==> src/rtl/cdc_rx_fifo.sv <==
// cdc_rx_fifo
// Destination-side receive buffer behind a CDC handshake. Valid pulses from
// the crossing carry no backpressure. Each word is stored in a small
// synchronous FIFO and offered again as a first-word-fall-through
// valid/ready stream. A word that arrives while the FIFO is full is dropped
// and sets a sticky overflow flag.
//
// Ports:
//   clk_i        destination-domain clock
//   rst_ni       asynchronous active-low reset
//   in_valid_i   word present this cycle (pulse, no ready)
//   in_data_i    incoming word
//   out_valid_o  head word available
//   out_ready_i  consumer takes the head word
//   out_data_o   head word (FWFT; don't-care while empty)
//   level_o      number of stored words, 0..Depth
//   overflow_o   sticky: a word was dropped
//   ovf_clear_i  clears overflow_o (a drop in the same cycle wins)
module cdc_rx_fifo #(
  parameter int unsigned Bits  = 8,
  parameter int unsigned Depth = 4
) (
  input  logic                     clk_i,
  input  logic                     rst_ni,
  input  logic                     in_valid_i,
  input  logic [Bits-1:0]          in_data_i,
  output logic                     out_valid_o,
  input  logic                     out_ready_i,
  output logic [Bits-1:0]          out_data_o,
  output logic [$clog2(Depth):0]   level_o,
  output logic                     overflow_o,
  input  logic                     ovf_clear_i
);

  localparam int unsigned AW = $clog2(Depth);
  localparam logic [AW:0] FULL_LVL = (AW+1)'(Depth);
  localparam logic [AW:0] PTR_ONE  = (AW+1)'(1);

  logic [Bits-1:0] mem_q [Depth];
  logic [AW:0]     wr_ptr_q, wr_ptr_d;
  logic [AW:0]     rd_ptr_q, rd_ptr_d;
  logic            ovf_q, ovf_d;

  logic [AW:0]     level;
  logic            full, empty, pop, push, drop;

  // Pointers carry one extra wrap bit, so a plain modulo subtraction gives
  // the fill level from 0 to Depth.
  assign level = wr_ptr_q - rd_ptr_q;
  assign full  = (level == FULL_LVL);
  assign empty = (level == '0);

  assign pop  = !empty && out_ready_i;
  // A pop in the same cycle frees the slot, so a full FIFO can still accept.
  assign push = in_valid_i && (!full || pop);
  assign drop = in_valid_i && full && !pop;

  always_comb begin
    wr_ptr_d = wr_ptr_q;
    rd_ptr_d = rd_ptr_q;
    ovf_d    = ovf_q;
    if (push) wr_ptr_d = wr_ptr_q + PTR_ONE;
    if (pop)  rd_ptr_d = rd_ptr_q + PTR_ONE;
    // A drop in the same cycle as a clear leaves the flag set.
    if (drop)             ovf_d = 1'b1;
    else if (ovf_clear_i) ovf_d = 1'b0;
  end

  always_ff @(posedge clk_i or negedge rst_ni) begin
    if (!rst_ni) begin
      wr_ptr_q <= '0;
      rd_ptr_q <= '0;
      ovf_q    <= 1'b0;
    end else begin
      wr_ptr_q <= wr_ptr_d;
      rd_ptr_q <= rd_ptr_d;
      ovf_q    <= ovf_d;
    end
  end

  // Storage is deliberately left without reset.
  always_ff @(posedge clk_i) begin
    if (push) mem_q[wr_ptr_q[AW-1:0]] <= in_data_i;
  end

  assign out_valid_o = !empty;
  assign out_data_o  = mem_q[rd_ptr_q[AW-1:0]];
  assign level_o     = level;
  assign overflow_o  = ovf_q;

endmodule

==> config.mk <==
export PLATFORM = sky130hd
export DESIGN_NAME = cdc_rx_fifo
export DESIGN_NICKNAME = d
export VERILOG_FILES = /design/src/rtl/cdc_rx_fifo.sv
export SDC_FILE = /design/constraint.sdc
export NUM_CORES = 1
export LEC_CHECK = 0
export CAP_MARGIN = 5
export CORE_AREA = 8 8 70 72
export DETAILED_ROUTE_END_ITERATION = 6
export DIE_AREA = 0 0 78 80
export PLACE_DENSITY = 0.68
export SLEW_MARGIN = 0
export SYNTH_ARGS = -nofsm -noshare
export SYNTH_HDL_FRONTEND = slang
export SYNTH_SLANG_ARGS = --single-unit
==> constraint.sdc <==
create_clock -name clk_i -period 2.8 [get_ports clk_i]
set_clock_uncertainty 0.05 [all_clocks]
set_input_delay 0.56 -clock clk_i [delete_from_list [all_inputs] [get_ports clk_i]]
set_output_delay 0.56 -clock clk_i [all_outputs]
set_load 0.1 [all_outputs]
; After elaboration in Yosys (flattened, before gate mapping)
; Memory sizes are Yosys's and may differ from the RTL's.
; Index checks and enable logic that the tools add are counted.
[totals]
reg_bits = 7
ram_bits = 32
input_bits = 13
out_inout_bits = 13
elab_cells = 22
mem_count = 1
[memory_table]
columns = memory, words, word_bits, rd, rd_clocked_by_memory_dff, write_ports, line_no
row1 = mem_q, 4, 8, 1, 0, 1, 39  ; logic [Bits-1:0] mem_q [Depth];
[classes]
addsub = 3
n_eq_ne = 1
n_mux = 4
reduce_logical = 10
[ops]
columns = operator, count
row1 = "adder 3 x 1 -> 3 bit, second input constant", 2
row2 = logical AND 1 bit, 4
row3 = 2-to-1 mux 1 bit, 4
row4 = "== test 3 bit, second input constant", 1
row5 = zero test 1 bit, 3
row6 = zero test 3 bit, 1
row7 = subtractor 3 bit, 1
row8 = nonzero test 2 bit, 1
row9 = logical OR 1 bit, 1

; Depth between registers and ports, before layout
; Gate-level depths: netlist of the first run.
[logic_depth]
depth_word = 8
mapped_depth = 6
mapped_depth_nobuf = 6

; Worst setup path before layout of the first run
; No wires, ideal clock.
[synth_path]
kind = reg2out
startpoint = register wr_ptr_q[0]
endpoint = output out_valid_o
arrival_time_ps = 2722
path_slack_ps = -532
path_stages_with_launch = 6
cell_sequence = dfrtp_1 -> inv_1 -> ha_1 -> fa_1 -> xor3_2 -> or2_1
[synth_via]
elab_chain_cells = 3
[synth_rtl]
columns = element, line_no
row1 = start: declaration, 40  ; logic [AW:0] wr_ptr_q, wr_ptr_d;
row2 = start signal: assignment, 75  ; wr_ptr_q <= wr_ptr_d;
row3 = subtractor 3 bit, 49  ; assign level = wr_ptr_q - rd_ptr_q;
row4 = net level_o[2], 30  ; output logic [$clog2(Depth):0] level_o,
row5 = zero test 3 bit, 51  ; assign empty = (level == '0);
row6 = zero test 1 bit, 86  ; assign out_valid_o = !empty;
row7 = end: declaration, 27  ; output logic out_valid_o,
; The timed path passes the listed nets, and every way through them passes these cells.

; Final worst setup path of the first run
[layout_path]
startpoint = register wr_ptr_q[0]
endpoint = output out_valid_o
[layout_via]
elab_chain_cells = 3
[layout_rtl]
columns = element, line_no
row1 = subtractor 3 bit, 49
row2 = zero test 3 bit, 51
row3 = zero test 1 bit, 86
; Every way passes these cells.

==> flow_metrics.py, run 1 <==
metrics = {
    "detailed_routing": {
        "highest_layer": "met4",
        "first_iter_violations": 50,
        "firstDrtPassIters": 4,
        "met2_length_mm": 1.586,
        "routedWlPerCell_um": 16.47,
        "ant_nets": 0,
        "vias_per_cell": 4.966,
        "finalWirelength_mm": 2.882,
        "num_vias": 869,
        "met3_length_um": 127,
        "wl_met1_mm": 1.114,
        "drc": 0,
    },
    "synthesis": {
        "synth_top_cells_by_area": "edfxtp_1, mux4_2, dfrtp_1, ha_1, mux2_4",
        "synth_seq_cells": 39,
        "seq_area_frac_synth_pct": 68.01,
        "syn_area_um2": 1670,
        "ys_types": 25,
        "synth_fp_nets": 106,
        "synth_top_area_share_pct": 57.53,
        "synth.largest_area_cell": "edfxtp_1",
        "yosys_warnings": 0,
        "netlist_instances": 86,
        "synth.avg_cell_area_um2": 19.42,
    },
    "die": {
        "fp.dieH_um": 80,
        "dieArea_um2": 6240,
        "num_rows": 23,
        "coreArea_um2": 3856,
        "start_util_pct": 43.32,
        "die_w_um": 78,
        "ioPinCount": 26,
    },
    "setup_path": {
        "reg2reg_slack_ps": 320,
        "r2r_end": "mem_q[0][1]$_DFFE_PP_",
        "worst-setup-path-type": "reg -> out",
        "cp_data_arrival_time_ps": 2000,
        "critPathRequiredTime_ps": 2190,
        "path_cells": "inv_2 > ha_2 > fa_2 > xor3_4 > or2_4 > buf_12",
        "cp-end-kind": "output port",
        "crit_slowest_cell": "dfrtp_1",
        "rr_startpoint": "wr_ptr_q[0]$_DFFE_PN0P_",
        "cp_slowest_stage_delay_ps": 370,
        "startpoint": "wr_ptr_q[0]$_DFFE_PN0P_",
        "r2r_cells": 7,
        "cp_max_fo": 3,
        "critPathLaunchType": "flip-flop",
    },
    "sta": {
        "min_period_ps": 2612,
        "finalHoldViolations": 0,
        "rsz0062_at_grt": "false",
        "tightest_slew_ps": 422.8,
        "setup_violations": 0,
        "finalSetupTns_ps": 0,
        "slew_headroom_pct": 71.81,
        "finalCritPeriodShare_pct": 93.28,
        "fmax_mhz": 382.9,
        "finalMaxSlewViolations": 0,
    },
    "cells_and_area": {
        "diodes": 0,
        "nNetsFinal": 144,
        "regArea_um2": 1136,
        "final_cell_mix": "edfxtp_1, buf_4, clkdlybuf4s50_1, mux4_2",
        "fill_cells": 321,
        "drive_gt1_share_pct": 36.80,
        "multi_input_area_um2": 506.7,
        "area_delta_synth_final_pct": 31.54,
        "final_common_cell": "edfxtp_1",
    },
    "cts": {
        "numClockSinks": 39,
        "clkTransAtPathRegs_ps": 70,
        "clk_latency_ps": 290,
        "cts_max_level": 2,
        "cts_tree": "built",
        "numCtsBuffers": 5,
        "cts-root-buf": "clkbuf_8",
        "cts_hold_buf": 0,
        "clockBufferDepth": 2,
    },
    "job": {
        "max_cap_violations": 0,
    },
    "worst_hold_path": {
        "worstHoldPathType": "reg -> reg",
        "hold_depth": 1,
        "min_to": "overflow_o$_DFFE_PN0P_",
        "min_from": "overflow_o$_DFFE_PN0P_",
    },
    "global_route": {
        "grt_start_max_net_pins": 13,
        "grtUsageTotal_pct": 9.852,
        "grt_remaining_overflow": 0,
        "grt_pass1_wl_mm": 4.450,
        "grt_pass1_vias": 926,
        "grt_antenna_before_repair": 0,
    },
    "placed_design": {
        "dp_hpwl_mm": 2.039,
        "place_congestion": 0.6842,
        "port_buffers": 25,
    },
    "status": {
        "status": "finished clean",
    },
}
[final cells by class]
cell class | instances | area share [%]
clock inverter | 3 | 1.765
inverter | 5 | 0.8542
multi-input combinational | 40 | 23.06
clock buffer | 5 | 3.132
tap | 50 | 2.847
sequential | 39 | 51.71
timing repair buffer | 33 | 16.63
[flip-flops by register name, indices dropped and copies added (netlist names)]
signal,cells
rd_ptr_q,3
overflow_o,1
mem_q,32
wr_ptr_q,3
[cells by family after synthesis]
logic type,synth area share [%]
mux,13.86
fa+ha+maj,5.693
buf+inv,2.247
simple gates,3.596
compound gates,2.996
flops,68.02
xor+xnor,3.596
[critical path, delay by kind of cell, from the launching register on]
kind                     cells  cell delay, ps
buffers and inverters        2             210
AND/OR/NAND/NOR              1             260
adder cells (fa/ha/maj)      2             550
XOR/XNOR                     1             320
flip-flops                   1             370
[synthesized netlist by cell type, drive strengths merged]
| master | count |
|---|---|
| a21boi | 1 |
| dfrtp | 7 |
| mux2i | 1 |
| mux4 | 8 |
| xor2 | 1 |
| and2 | 3 |
| mux2 | 3 |
| buf | 1 |
| nand2 | 4 |
| or3 | 1 |
| edfxtp | 32 |
| and3b | 1 |
| clkbuf | 1 |
| a32o | 1 |
| a21oi | 1 |
| o211ai | 1 |
| or2 | 1 |
| nand3 | 1 |
| xor3 | 1 |
| fa | 1 |
| o21ai | 1 |
| inv | 5 |
| ha | 6 |
| xnor2 | 3 |
[per-layer routing]
| metal | vias to the layer above | global-route usage, % |
|---|---|---|
| met3 | 4 | 3.829 |
| met5 | - | 0 |
| li1 | 407 | - |
| met1 | 441 | 9.603 |
| met4 | 0 | 5.556 |
| met2 | 17 | 17.54 |
[how the worst max path moves through the flow]
stage | to | slack (ps)
4_1_cts | out_valid_o | 20
2_1_floorplan | out_valid_o | 120
3_3_place_gp | out_valid_o | 230
3_5_place_dp | out_valid_o | 200
6_report | out_valid_o | 190
5_1_grt | out_valid_o | 130
[per-stage QoR]
step / cells / cell area, µm² / hold slack (ps) / util [%] / worst slack [ps]
CTS: 174 / 2190 / 472.4 / 56.78 / 20.50
detailed placement: 163 / 2054 / 457.1 / 53.28 / 197.8
floorplan: 86 / 1675 / 214.4 / - / 122.9
finish: 175 / 2197 / 469.6 / 56.98 / 188.1
global placement: 163 / 2054 / 439.6 / 53.28 / 230.1
global route: 175 / 2197 / 512.4 / 56.98 / 127.1
[timing repair]
item,CTS,global route
setup endpoints to repair,1,1
resized for setup,3,0
setup buffers,3,1
pin swaps,3,2
Power of run 1 is not shown: default switching activity piles up to over one toggle a cycle in this logic, so the estimate is an artifact.
==> inputs of run 2 (changes only) <==
--- a/config.mk
+++ b/config.mk
@@ -10,7 +10,7 @@
 export DETAILED_ROUTE_END_ITERATION = 6
 export DIE_AREA = 0 0 78 80
 export PLACE_DENSITY = 0.68
-export SLEW_MARGIN = 0
+export SLEW_MARGIN = 20
 export SYNTH_ARGS = -nofsm -noshare
 export SYNTH_HDL_FRONTEND = slang
 export SYNTH_SLANG_ARGS = --single-unit
==> results of run 2 <==
The final DEF is identical to that of run 1; final timing and power are the same.
Power of run 2 is left out for the same reason.
